File: src/rtl/uart_rx_responder_pkg.sv
// Shared definitions for the memory-mapped UART receiver: register offsets,
// STATUS/CTRL bit positions and receive FSM state encodings.
package uart_rx_responder_pkg;

    localparam logic [3:0] RXDATA_OFS = 4'h0;
    localparam logic [3:0] STATUS_OFS = 4'h4;
    localparam logic [3:0] CTRL_OFS   = 4'h8;

    localparam int ST_EMPTY_BIT      = 0;
    localparam int ST_FULL_BIT       = 1;
    localparam int ST_COUNT_LSB      = 2;
    localparam int ST_OVERRUN_BIT    = 6;
    localparam int ST_FRAME_ERR_BIT  = 7;
    localparam int ST_PARITY_ERR_BIT = 8;

    localparam int CTRL_RX_EN_BIT  = 0;
    localparam int CTRL_IRQ_EN_BIT = 1;

    typedef enum logic [2:0] {
        RX_IDLE   = 3'd0,
        RX_START  = 3'd1,
        RX_DATA   = 3'd2,
        RX_PARITY = 3'd3,
        RX_STOP   = 3'd4
    } rx_state_t;

    // Word address (addr[31:2]) of a register at byte offset ofs from base.
    function automatic logic [29:0] word_of(input logic [31:0] base, input logic [3:0] ofs);
        return base[31:2] + 30'(ofs[3:2]);
    endfunction

endpackage

File: src/rtl/uart_rx_responder_rx_fifo.sv
// Synchronous FIFO with push/pop/full/empty/count; head is read combinationally
// so the bus can return the oldest entry in the same cycle it is addressed.
module uart_rx_responder_rx_fifo #(
    parameter int WIDTH = 8,
    parameter int DEPTH = 8,
    localparam int AW   = $clog2(DEPTH)
) (
    input  logic             clk,
    input  logic             reset,
    input  logic             push,
    input  logic [WIDTH-1:0] push_data,
    input  logic             pop,
    output logic [WIDTH-1:0] head,
    output logic             full,
    output logic             empty,
    output logic [AW:0]      count
);

    logic [WIDTH-1:0] mem [DEPTH];
    logic [AW-1:0]    wr_ptr_reg, rd_ptr_reg;
    logic [AW:0]      count_reg, count_next;
    logic             do_push, do_pop;

    assign empty = (count_reg == '0);
    assign full  = (count_reg == (AW+1)'(DEPTH));
    assign count = count_reg;
    assign head  = mem[rd_ptr_reg];

    // A pop on empty is ignored; a push on full is accepted only if a pop frees a slot.
    assign do_pop  = pop && !empty;
    assign do_push = push && (!full || do_pop);

    always_comb begin
        count_next = count_reg;
        case ({do_push, do_pop})
            2'b10:   count_next = count_reg + (AW+1)'(1);
            2'b01:   count_next = count_reg - (AW+1)'(1);
            default: count_next = count_reg;
        endcase
    end

    always_ff @(posedge clk or negedge reset) begin
        if (!reset) begin
            wr_ptr_reg <= '0;
            rd_ptr_reg <= '0;
            count_reg  <= '0;
        end else begin
            if (do_push) wr_ptr_reg <= wr_ptr_reg + AW'(1);
            if (do_pop)  rd_ptr_reg <= rd_ptr_reg + AW'(1);
            count_reg <= count_next;
        end
    end

    always_ff @(posedge clk) begin
        if (do_push) mem[wr_ptr_reg] <= push_data;
    end

endmodule

File: src/rtl/uart_rx_responder.sv
// Memory-mapped 8N1 UART receiver with an 8-entry FIFO and level interrupt.
// Define UART_RX_PARITY_EN to receive 8E1 frames with a sticky parity_err flag.
module uart_rx_responder
    import uart_rx_responder_pkg::*;
#(
    parameter int          BAUD_DIV   = 5208,
    parameter int          FIFO_DEPTH = 8,
    parameter logic [31:0] BASE_ADDR  = 32'h4000_0020
) (
    input  logic        clk,
    input  logic        reset,
    input  logic        rd,
    input  logic        wr,
    input  logic [31:0] addr,
    input  logic [31:0] wdata,
    output logic [31:0] rdata,
    input  logic        uart_rxd,
    output logic        irqout
);

    localparam int                AW        = $clog2(FIFO_DEPTH);
    localparam int                CNT_W     = $clog2(BAUD_DIV);
    localparam logic [CNT_W-1:0]  BIT_LAST  = CNT_W'(BAUD_DIV - 1);
    localparam logic [CNT_W-1:0]  HALF_LAST = CNT_W'(BAUD_DIV / 2 - 1);
    localparam logic [29:0]       RXDATA_W  = word_of(BASE_ADDR, RXDATA_OFS);
    localparam logic [29:0]       STATUS_W  = word_of(BASE_ADDR, STATUS_OFS);
    localparam logic [29:0]       CTRL_W    = word_of(BASE_ADDR, CTRL_OFS);

    logic             rxd_meta_reg, rxs_reg;
    rx_state_t        state_reg, state_next;
    logic [CNT_W-1:0] cnt_reg, cnt_next;
    logic [2:0]       idx_reg, idx_next;
    logic [7:0]       shift_reg, shift_next;
    logic             armed_reg, armed_next;
    logic             parity_bad_reg, parity_bad_next;
    logic             rx_push, frame_err_set, parity_err_set;

    logic [1:0]       ctrl_reg;
    logic             frame_err_reg, overrun_reg, parity_err_reg;

    logic             sel_rx, sel_st, sel_ctrl, st_wr, fifo_pop, overrun_set;
    logic [7:0]       fifo_head;
    logic             fifo_full, fifo_empty;
    logic [AW:0]      fifo_count;
    logic [31:0]      status_word;
    logic             unused_bits;

    assign unused_bits = ^{addr[1:0], wdata[31:9], wdata[5:2]};

    assign sel_rx   = (addr[31:2] == RXDATA_W);
    assign sel_st   = (addr[31:2] == STATUS_W);
    assign sel_ctrl = (addr[31:2] == CTRL_W);
    assign st_wr    = wr && sel_st;
    assign fifo_pop = rd && sel_rx;

    // The line idles high, so the synchroniser resets to 1 to avoid a false start.
    always_ff @(posedge clk or negedge reset) begin
        if (!reset) begin
            rxd_meta_reg <= 1'b1;
            rxs_reg      <= 1'b1;
        end else begin
            rxd_meta_reg <= uart_rxd;
            rxs_reg      <= rxd_meta_reg;
        end
    end

    always_ff @(posedge clk or negedge reset) begin
        if (!reset) begin
            state_reg      <= RX_IDLE;
            cnt_reg        <= '0;
            idx_reg        <= '0;
            shift_reg      <= '0;
            armed_reg      <= 1'b1;
            parity_bad_reg <= 1'b0;
        end else begin
            state_reg      <= state_next;
            cnt_reg        <= cnt_next;
            idx_reg        <= idx_next;
            shift_reg      <= shift_next;
            armed_reg      <= armed_next;
            parity_bad_reg <= parity_bad_next;
        end
    end

    // armed drops after a framing error and re-arms once the line is seen high.
    always_comb begin
        state_next      = state_reg;
        cnt_next        = cnt_reg;
        idx_next        = idx_reg;
        shift_next      = shift_reg;
        armed_next      = armed_reg | rxs_reg;
        parity_bad_next = parity_bad_reg;
        rx_push         = 1'b0;
        frame_err_set   = 1'b0;
        parity_err_set  = 1'b0;
        case (state_reg)
            RX_IDLE: begin
                if (ctrl_reg[CTRL_RX_EN_BIT] && armed_reg && !rxs_reg) begin
                    state_next = RX_START;
                    cnt_next   = '0;
                end
            end
            RX_START: begin
                if (cnt_reg == HALF_LAST) begin
                    cnt_next = '0;
                    if (rxs_reg) begin
                        state_next = RX_IDLE;
                    end else begin
                        state_next = RX_DATA;
                        idx_next   = '0;
                    end
                end else begin
                    cnt_next = cnt_reg + CNT_W'(1);
                end
            end
            RX_DATA: begin
                if (cnt_reg == BIT_LAST) begin
                    cnt_next            = '0;
                    shift_next[idx_reg] = rxs_reg;
                    idx_next            = idx_reg + 3'd1;
                    if (idx_reg == 3'd7) begin
`ifdef UART_RX_PARITY_EN
                        state_next = RX_PARITY;
`else
                        state_next = RX_STOP;
`endif
                    end
                end else begin
                    cnt_next = cnt_reg + CNT_W'(1);
                end
            end
`ifdef UART_RX_PARITY_EN
            RX_PARITY: begin
                if (cnt_reg == BIT_LAST) begin
                    cnt_next        = '0;
                    parity_bad_next = (rxs_reg != ^shift_reg);
                    parity_err_set  = (rxs_reg != ^shift_reg);
                    state_next      = RX_STOP;
                end else begin
                    cnt_next = cnt_reg + CNT_W'(1);
                end
            end
`endif
            RX_STOP: begin
                if (cnt_reg == BIT_LAST) begin
                    cnt_next        = '0;
                    state_next      = RX_IDLE;
                    parity_bad_next = 1'b0;
                    if (rxs_reg) begin
                        rx_push = !parity_bad_reg;
                    end else begin
                        frame_err_set = 1'b1;
                        armed_next    = 1'b0;
                    end
                end else begin
                    cnt_next = cnt_reg + CNT_W'(1);
                end
            end
            default: state_next = RX_IDLE;
        endcase
    end

    uart_rx_responder_rx_fifo #(
        .WIDTH (8),
        .DEPTH (FIFO_DEPTH)
    ) u_fifo (
        .clk       (clk),
        .reset     (reset),
        .push      (rx_push),
        .push_data (shift_reg),
        .pop       (fifo_pop),
        .head      (fifo_head),
        .full      (fifo_full),
        .empty     (fifo_empty),
        .count     (fifo_count)
    );

    assign overrun_set = rx_push && fifo_full && !(fifo_pop && !fifo_empty);

    // Flag sets take priority over a simultaneous write-one-to-clear.
    always_ff @(posedge clk or negedge reset) begin
        if (!reset) begin
            ctrl_reg       <= 2'b01;
            frame_err_reg  <= 1'b0;
            overrun_reg    <= 1'b0;
            parity_err_reg <= 1'b0;
        end else begin
            if (wr && sel_ctrl) ctrl_reg <= wdata[1:0];

            if (frame_err_set)                         frame_err_reg <= 1'b1;
            else if (st_wr && wdata[ST_FRAME_ERR_BIT]) frame_err_reg <= 1'b0;

            if (overrun_set)                           overrun_reg <= 1'b1;
            else if (st_wr && wdata[ST_OVERRUN_BIT])   overrun_reg <= 1'b0;

            if (parity_err_set)                         parity_err_reg <= 1'b1;
            else if (st_wr && wdata[ST_PARITY_ERR_BIT]) parity_err_reg <= 1'b0;
        end
    end

    always_comb begin
        status_word                    = '0;
        status_word[ST_EMPTY_BIT]      = fifo_empty;
        status_word[ST_FULL_BIT]       = fifo_full;
        status_word[ST_COUNT_LSB +: 4] = 4'(fifo_count);
        status_word[ST_OVERRUN_BIT]    = overrun_reg;
        status_word[ST_FRAME_ERR_BIT]  = frame_err_reg;
        status_word[ST_PARITY_ERR_BIT] = parity_err_reg;
    end

    always_comb begin
        rdata = '0;
        if (rd) begin
            if (sel_rx)        rdata = {24'b0, fifo_empty ? 8'h00 : fifo_head};
            else if (sel_st)   rdata = status_word;
            else if (sel_ctrl) rdata = {30'b0, ctrl_reg};
        end
    end

    assign irqout = ctrl_reg[CTRL_IRQ_EN_BIT] & ~fifo_empty;

endmodule

File: config.mk
export PLATFORM = sky130hd
export DESIGN_NAME = uart_rx_responder
export DESIGN_NICKNAME = d
export VERILOG_FILES = /design/src/rtl/uart_rx_responder_pkg.sv /design/src/rtl/uart_rx_responder_rx_fifo.sv /design/src/rtl/uart_rx_responder.sv
export SDC_FILE = /design/constraint.sdc
export NUM_CORES = 1
export LEC_CHECK = 0
export ABC_AREA = 1
export BUFFER_PORTS_ARGS = -buffer_cell sky130_fd_sc_hd__buf_2
export CAP_MARGIN = 0
export CORE_MARGIN = 1.5
export CORE_UTILIZATION = 56
export CTS_CLUSTER_DIAMETER = 60
export DETAILED_ROUTE_END_ITERATION = 16
export GPL_TIMING_DRIVEN = 0
export PLACE_DENSITY = 0.84
export SLEW_MARGIN = 10
export SYNTH_ARGS = -nofsm -noshare
export SYNTH_HDL_FRONTEND = slang
export SYNTH_SLANG_ARGS = --single-unit
File: constraint.sdc
create_clock -name clk -period 4.8 [get_ports clk]
set_clock_uncertainty 0.2 [all_clocks]
set_input_delay 0.72 -clock clk [delete_from_list [all_inputs] [get_ports clk]]
set_output_delay 0.72 -clock clk [all_outputs]
set_load 0.02 [all_outputs]
==> results of run 1 <==
==> cells in the mapped netlist, types with 2 or more instances <==
cell | n | share of area
nand2_1 | 137 | 0.090
nor2_1 | 107 | 0.070
inv_1 | 65 | 0.043
edfxtp_1 | 64 | 0.34
o21ai_0 | 51 | 0.045
nand3_1 | 50 | 0.044
dfrtp_1 | 40 | 0.18
buf_4 | 24 | 0.032
o211ai_1 | 15 | 0.020
xor2_1 | 13 | 0.020
buf_2 | 9 | 0.0079
ha_1 | 8 | 0.018
nand4_1 | 8 | 0.0088
nor3_1 | 6 | 0.0053
clkbuf_1 | 5 | 0.0033
dfstp_2 | 4 | 0.018
nand2_2 | 4 | 0.0044
nor3_4 | 4 | 0.011
o21ai_1 | 4 | 0.0035
o221ai_1 | 4 | 0.0061
a21oi_1 | 3 | 0.0026
nand3_2 | 3 | 0.0053
nor2_2 | 3 | 0.0033
nor2_4 | 3 | 0.0059
nor3_2 | 3 | 0.0053
o22ai_1 | 2 | 0.0022
or2_2 | 2 | 0.0022
==> metal layers <==
metal / up-vias / track usage
li1: 2267 / -
met1: 2131 / 0.297
met2: 176 / 0.425
met3: 36 / 0.0570
met4: 0 / 0.0893
met5: - / 0
==> worst reg2reg max path: cells and delay by family, from the launching register on <==
family | cells | cell delay, ns
AO/OA/AOI/OAI | 2 | 0.18
adder cells (fa/ha/maj) | 3 | 0.73
buffers and inverters | 1 | 0.06
flip-flops | 1 | 0.39
AND/OR/NAND/NOR | 8 | 1.47
==> cell families after synthesis <==
family / Yosys count / synth area share
AO/OA/AOI/OAI: 81 / 0.0812
buffers and inverters: 105 / 0.0867
XOR/XNOR: 14 / 0.0215
AND/OR/NAND/NOR: 334 / 0.263
other: 1 / 0.000656
adder cells (fa/ha/maj): 8 / 0.0175
flip-flops: 108 / 0.530
==> cell type report <==
type / count / area, um^2 / area share
repair buffers: 47 / 235 / 0.0368
multi-input cells: 461 / 2280 / 0.356
clock inverters: 6 / 68.8 / 0.0108
flip-flops and latches: 108 / 3030 / 0.473
well taps: 133 / 166 / 0.0260
clock buffers: 10 / 128 / 0.0199
inverters: 67 / 251 / 0.0393
plain buffers: 38 / 244 / 0.0381
==> metrics by stage <==
stage	hold slack, ns	power (mW)	cells	setup slack, ns	utilization
6_report	0.162	1.61	870	1.57	0.652
3_3_place_gp	0.146	1.07	854	1.64	0.632
2_1_floorplan	0.145	1.04	674	1.95	-
5_1_grt	0.164	1.66	870	1.39	0.652
3_5_place_dp	0.149	1.07	854	1.45	0.632
4_1_cts	0.163	1.62	870	1.61	0.652
==> placed cells by master (no fill, tap or decap), types with 2 or more instances in the layout <==
cell type and instances:
inv_6 3, nor3_1 6, nor2_2 3, edfxtp_1 64
nand4_1 8, nand2_1 137, or2_2 2, clkbuf_8 9
nand2_2 4, o21ai_1 4, o22ai_1 2, o211ai_1 15
a21oi_1 3, dfstp_2 4, nor2_4 3, nor3_2 3
nand3_2 3, nand3_1 50, dfrtp_1 40, o21ai_0 51
inv_1 65, xor2_1 13, clkbuf_1 6, nor2_1 107
o221ai_1 4, conb_1 24, buf_4 24, ha_1 8
nor3_4 4, buf_2 56
==> power by group through the flow <==
| stage | registers [mW] | logic (mW) | clock network (mW) |
|---|---|---|---|
| global placement | 0.997 | 0.0691 | 0 |
| detailed placement | 0.997 | 0.0706 | 0 |
| floorplan | 0.997 | 0.0439 | 0 |
| global route | 0.977 | 0.0794 | 0.600 |
| CTS | 0.977 | 0.0707 | 0.569 |
| finish | 0.977 | 0.0713 | 0.559 |
==> final timing paths <==
check                                           from                   end  slack (ns)  cells past startpoint
max in group asynchronous                      reset  u_fifo.wr_ptr_reg[2]        3.49                      1
worst min register to register          rxd_meta_reg               rxs_reg        0.16                      0
min in group asynchronous                      reset            cnt_reg[8]        0.29                      1
worst max register to register            cnt_reg[1]       u_fifo.count[2]        1.73                     14
worst max-delay path            u_fifo.rd_ptr_reg[1]              rdata[5]        1.57                      9
worst min-delay path                    rxd_meta_reg               rxs_reg        0.16                      0
==> impl_metrics.yaml, run 1 <==
route:
  highest_layer: "met4"
  drc: 0
  wirelength_um: 12600
  routed_via_density: 5.30
  wl_met2_um: 6240
  met3_length_um: 809
  ant_nets: 0
  wl_met1_um: 5220
  dr.first_iter.drc_count: 220
  drt_first_pass_iters: 5
  wire_per_inst_um: 14.4
  vias: 4610
timing:
  setup-violations-final: 0
  fmax_mhz: 310
  drv_slew: 0
  period_share: 0.673
  worstMarginPinSlew_ns: 0.994
  hold_viol_final: 0
  period_needed_ns: 3.23
  tns_ns: 0
  rsz0062_at_grt: "false"
  maxSlewHeadroom: 0.337
finish:
  largest_reg_flops: 64
  nFillCells: 821
  area_growth_syn_to_layout_pct: 12.0
  final_nets: 809
  fin_area_mm2: 0.00640
  antenna_cells: 0
  layout-drive-gt1-share: 0.167
outcome:
  status: "finished, final reports clean"
critical_path:
  slowest_delay_ns: 0.42
  worst_path_max_delay_cell: "clkbuf_1"
  arrival_ns: 2.31
  cp.required_ns: 3.88
  path_buf_inv: 4
  cp-end-kind: "output pin"
  path_class: "reg2out"
  cp_max_fo: 10
  crit_family: "buffers and inverters"
  path_cells: "buf_2 -> clkbuf_1 -> o21ai_0 -> o211ai_1 -> nand2_1 -> inv_1 -> nand3_1 -> nand2_1 -> buf_2"
  cp-start-kind: "register"
clocking:
  clkSlewWorstSetupHoldPaths_ns: 0.11
  cts_tree: "built"
  cts.sinks: 108
  cts_max_level: 3
  post_cts_buffers: 0
  clk-insertion-delay-late_ns: 0.38
  clock_path_buffers: 2
  cts_hold_buf: 0
  cts_resized: 0
  root_buffer: "clkbuf_8"
  cts-buffers-inserted: 9
floorplan:
  fp.dieW_um: 104
  fp.dieArea_mm2: 0.0108
  start_util: 0.582
  core-area_mm2: 0.00982
  pin_count: 102
  rows: 36
  dieHeight_um: 104
power_and_ir_drop:
  seqPwrFrac: 0.608
  power_leakage_nw: 3.04
  power_frac_comb: 0.044
  switchingPower_uw: 357
  clockPowerShare: 0.348
  ir_drop_mv: 0.199
  powerDensity_mw_per_mm2: 251
  p_sw_frac: 0.222
  internal_power_mw: 1.25
min_path:
  holdCritPathClass: "reg2reg"
global_routing:
  grt_max_degree: 45
  grt_overflow: 0
  grt_pass1_wl_um: 21200
  first_global_vias: 4554
  track_usage: 0.244
  antenna_found_initial: 0
synthesis:
  avgSynthCellArea_um2: 8.78
  ys_ff_latch: 108
  synth_area_mm2: 0.00572
  yosys_warnings: 0
  seq_area_frac_synth: 0.530
  synth_cell_types: 37
  synth_enable_flop_cells: 64
  synth_ff_type: "edfxtp_1"
  synthArstFlopShare: 0.407
  syn_inst: 651
flow_run:
  max-cap-violations: 0
place:
  place_area_mm2: 0.00620
  numPortBuffers: 47
  gp_congestion: 0.875
  place_hpwl_um: 9260
(Power assumes the default switching activity.)
==> inputs of run 2 (changes only) <==
==> constraint.sdc (replaced) <==
create_clock -name clk -period 3.2 [get_ports clk]
set_clock_uncertainty 0.2 [all_clocks]
set_input_delay 0.48 -clock clk [delete_from_list [all_inputs] [get_ports clk]]
set_output_delay 0.48 -clock clk [all_outputs]
set_load 0.02 [all_outputs]
==> impl_metrics.yaml, run 2 (synthesis results as in run 1) <==
clocking:
  clock_path_buffers: 2
  cts_tree: "built"
  clkSlewWorstSetupHoldPaths_ns: 0.10
  cts_max_level: 3
  clk-insertion-delay-late_ns: 0.38
  cts.sinks: 108
  cts-buffers-inserted: 9
  root_buffer: "clkbuf_8"
global_routing:
  grt_pass1_wl_um: 21200
  first_global_vias: 4561
  grt_max_degree: 45
  antenna_found_initial: 0
  track_usage: 0.244
  grt_overflow: 0
finish:
  area_growth_syn_to_layout_pct: 12.6
  fin_area_mm2: 0.00643
  final_cell_mix: "nand2_1, nor2_1, inv_1"
  antenna_cells: 0
  final_nets: 813
  layout_commonest_cell: "nand2_1"
  final-seq-area_mm2: 0.00303
  multi_input_area_mm2: 0.00228
  largest_reg_flops: 64
  nFillCells: 817
  layout-drive-gt1-share: 0.171
place:
  dp_slack_ns: 0.0867
  numPortBuffers: 47
  place_hpwl_um: 9260
  gp_congestion: 0.875
  place_area_mm2: 0.00620
route:
  dr.first_iter.drc_count: 217
  wire_per_inst_um: 14.4
  drc: 0
  wirelength_um: 12600
  ant_nets: 0
  vias: 4654
  routed_via_density: 5.32
  drt_first_pass_iters: 5
critical_path:
  slowest_delay_ns: 0.39
  cp-start-kind: "register"
  path_cells: "ha_2 -> nand2_2 -> nor3_4 -> nand3_4 -> nor3_4 -> nand2_1 -> ha_1 -> nand2_1 -> inv_1 -> nor2_1 -> ha_1 -> a21oi_1 -> or2_2 -> a31oi_1"
  worst_path_max_delay_cell: "dfrtp_1"
  cp_max_fo: 7
  cp-end-kind: "register"
  cp.required_ns: 3.31
  path_class: "reg2reg"
  arrival_ns: 3.09
floorplan:
  dieHeight_um: 104
  fp.dieArea_mm2: 0.0108
  pin_count: 102
  core-area_mm2: 0.00982
  start_util: 0.582
  fp.dieW_um: 104
  rows: 36
timing:
  hold_viol_final: 0
  period_share: 0.933
  worstMarginPinSlew_ns: 0.988
  holdWs_ns: 0.0512
  drv_slew: 0
  maxSlewHeadroom: 0.341
  tns_ns: 0
  period_needed_ns: 2.98
  fmax_mhz: 335
  setup-violations-final: 0
  setup_ws_ns: 0.216
  rsz0062_at_grt: "false"
min_path:
  holdCritPathClass: "in2async"
power_and_ir_drop:
  power_leakage_nw: 3.06
  power.total_mw: 2.42
  ir_drop_mv: 0.299
  powerDensity_mw_per_mm2: 376
outcome:
  status: "finished, final reports clean"
flow_run:
  max-cap-violations: 0
==> run 2: changes by cell type in the layout (fill, tap and decap cells not counted) <==
cell           before  now
ha_2                0    1
ha_1                8    7
buf_4              24   27
dlygate4sd3_1       0    1
==> run 2: metrics by stage <==
| stage | util | instances |
|---|---|---|
| 2_1_floorplan | - | 674 |
| 3_3_place_gp | 0.632 | 854 |
| 3_5_place_dp | 0.632 | 854 |
| 4_1_cts | 0.653 | 871 |
| 5_1_grt | 0.655 | 874 |
| 6_report | 0.655 | 874 |
==> run 2: cell type report <==
type                       instances  area share
buffer                            38      0.0379
clock buffer                      10      0.0198
clock inverter                     6      0.0107
inverter                          67      0.0391
multi-input combinational        461       0.354
sequential                       108       0.471
tap                              133      0.0259
timing repair buffer              51      0.0416
==> run 2: where the power goes <==
part           internal, mW  total [mW]  switching [mW]
Combinational        0.0436       0.108          0.0642
Clock                 0.370       0.844           0.474
Sequential             1.46        1.47         0.00119
==> run 2: timing repair <==
action	CTS	global route
setup endpoints to repair	0	1
buffers inserted	0	3
endpoints found under the hold margin	1	0
hold buffers	1	0
gates resized for setup	0	1
==> run 2: layer usage <==
layer  global-route usage  vias to the layer above  wire length, um
met4               0.0883                        0              277
li1                     -                     2280                -
met5                    0                        -                0
met1                0.297                     2177             5380
met2                0.426                      165             6220
met3               0.0570                       32              693
==> run 2: path summary, 6_finish.rpt <==
path / start / to / slack (ns) / cells after the start
min reg2reg: rxd_meta_reg / rxs_reg / 0.16 / 0
min in group clk: wdata[0] / ctrl_reg[0] / 0.11 / 3
max: cnt_reg[1] / u_fifo.count[2] / 0.22 / 14
max reg2reg: cnt_reg[1] / u_fifo.count[2] / 0.22 / 14
max in group asynchronous: reset / u_fifo.wr_ptr_reg[2] / 2.13 / 1
min: reset / cnt_reg[8] / 0.05 / 1
==> run 2: worst max-delay path, delay by kind of cell (launching register included) <==
kind | cells | cell delay (ns)
AND/OR/NAND/NOR | 8 | 1.42
adder cells (fa/ha/maj) | 3 | 0.69
flip-flops | 1 | 0.39
AO/OA/AOI/OAI | 2 | 0.18
buffers and inverters | 1 | 0.06
==> inputs of run 3 (changes only) <==
--- a/config.mk
+++ b/config.mk
@@ -6,9 +6,9 @@
 export NUM_CORES = 1
 export LEC_CHECK = 0
 export ABC_AREA = 1
-export BUFFER_PORTS_ARGS = -buffer_cell sky130_fd_sc_hd__buf_2
+export BUFFER_PORTS_ARGS = -buffer_cell sky130_fd_sc_hd__buf_4
 export CAP_MARGIN = 0
-export CORE_MARGIN = 1.5
+export CORE_MARGIN = 1
 export CORE_UTILIZATION = 56
 export CTS_CLUSTER_DIAMETER = 60
 export DETAILED_ROUTE_END_ITERATION = 16
==> impl_metrics.yaml, run 3 (synthesis results as in run 1) <==
timing:
  drv_slew: 0
  tns_ns: 0
  maxSlewHeadroom: 0.367
  fmax_mhz: 335
  holdWs_ns: 0.120
  worstMarginPinSlew_ns: 0.946
  period_share: 0.932
  setup-violations-final: 0
  hold_viol_final: 0
  rsz0062_at_grt: "false"
  period_needed_ns: 2.98
global_routing:
  grt_pass1_wl_um: 19600
  antenna_found_initial: 0
  track_usage: 0.249
  grt_max_degree: 45
  first_global_vias: 4307
  grt_overflow: 0
finish:
  largest_reg_flops: 64
  antenna_cells: 0
  final_cell_mix: "nand2_1, nor2_1, buf_4"
  final_nets: 814
  nFillCells: 754
  layout-drive-gt1-share: 0.173
  layout_commonest_cell: "nand2_1"
  fin_area_mm2: 0.00658
  area_growth_syn_to_layout_pct: 15.1
place:
  place_hpwl_um: 9050
  place_area_mm2: 0.00632
  numPortBuffers: 47
  gp_congestion: 0.901
floorplan:
  fp.dieW_um: 103
  pin_count: 102
  dieHeight_um: 103
  start_util: 0.582
  fp.dieArea_mm2: 0.0106
  rows: 36
  core-area_mm2: 0.00982
critical_path:
  path_class: "reg2reg"
  path_cells: "ha_2 -> nand2_2 -> nor3_4 -> nand3_4 -> nor3_4 -> nand2_1 -> ha_1 -> nand2_1 -> inv_1 -> nor2_1 -> ha_1 -> a21oi_1 -> or2_2 -> a31oi_1"
  arrival_ns: 3.09
  worst_path_max_delay_cell: "dfrtp_1"
  cp_max_fo: 7
  slowest_delay_ns: 0.39
  ff2ff_setup_slack_ns: 0.22
  cp-start-kind: "register"
  cp.required_ns: 3.31
  cp-end-kind: "register"
clocking:
  cts_max_level: 3
  clkSlewWorstSetupHoldPaths_ns: 0.10
  cts_tree: "built"
  root_buffer: "clkbuf_8"
  cts.sinks: 108
  clock_path_buffers: 2
  clk-insertion-delay-late_ns: 0.38
  cts-buffers-inserted: 9
route:
  wire_per_inst_um: 14.2
  ant_nets: 0
  routed_via_density: 5.35
  wirelength_um: 12400
  vias: 4677
  drc: 0
  dr.first_iter.drc_count: 257
  drt_first_pass_iters: 5
min_path:
  holdCritPathClass: "in2reg"
flow_run:
  max-cap-violations: 0
power_and_ir_drop:
  ir_drop_mv: 0.212
  power_leakage_nw: 3.10
  powerDensity_mw_per_mm2: 374
outcome:
  status: "finished, final reports clean"
[run 3: cell count changes in the layout (fill, tap and decap cells not counted)]
cell / change
clkbuf_1: -1
inv_8: +2
buf_4: +47
buf_2: -47
clkinv_2: -1
dlygate4sd3_1: +1
[run 3: report_power, final]
| part | total (mW) | leakage [nW] | switching (mW) | internal, mW |
|---|---|---|---|---|
| registers | 1.47 | 1.34 | 0.00120 | 1.46 |
| clock network | 0.874 | 0.105 | 0.493 | 0.381 |
| logic | 0.121 | 1.66 | 0.0641 | 0.0572 |
[run 3: layout make-up]
cell class | count | area (um^2) | share of cell area
Buffer | 38 | 244 | 0.0371
Tap cell | 133 | 166 | 0.0253
Sequential cell | 108 | 3030 | 0.460
Clock buffer | 9 | 124 | 0.0188
Multi-Input combinational cell | 461 | 2280 | 0.347
Inverter | 67 | 251 | 0.0382
Timing Repair Buffer | 52 | 395 | 0.0601
Clock inverter | 7 | 86.3 | 0.0131
[run 3: per-layer routing]
metal / GRT usage / vias to the layer above / share of wire
li1: - / 2283 / -
met1: 0.308 / 2174 / 0.40
met2: 0.429 / 200 / 0.50
met3: 0.0420 / 20 / 0.078
met4: 0.109 / 0 / 0.018
met5: 0 / - / 0
[run 3: what timing repair did]
action / 4_1_cts / 5_1_grt
hold buffers: 2 / 0
setup endpoints to repair: 0 / 1
hold endpoints to repair: 41 / 0
gates resized for setup: 0 / 1
buffers inserted: 0 / 3
[run 3: final timing paths]
| kind | cells after the start | from | to |
|---|---|---|---|
| max | 14 | cnt_reg[0] | u_fifo.count[2] |
| min | 3 | wdata[0] | ctrl_reg[0] |
| max reg2reg | 14 | cnt_reg[0] | u_fifo.count[2] |
| min reg2reg | 0 | rxd_meta_reg | rxs_reg |
| max in group asynchronous | 2 | reset | shift_reg[6] |
| min in group asynchronous | 2 | reset | cnt_reg[1] |
[run 3: critical path, delay by kind of cell (launching register included)]
family                     cells  cell delay [ns]
DFF                            1             0.39
and+or+nand+nor                8             1.39
buffers and inverters          1             0.05
AOI/OAI and AO/OA              2             0.18
adders and majority gates      3             0.70
[run 3: per-stage QoR]
step                setup WS, ns  power, mW   util  instances
finish                     0.217       2.46  0.670        875
global route             0.00994       2.54  0.670        875
CTS                        0.160       2.47  0.667        872
detailed placement        0.0471       1.61  0.644        854
global placement           0.270       1.61  0.644        854
floorplan                  0.557       1.56      -        674
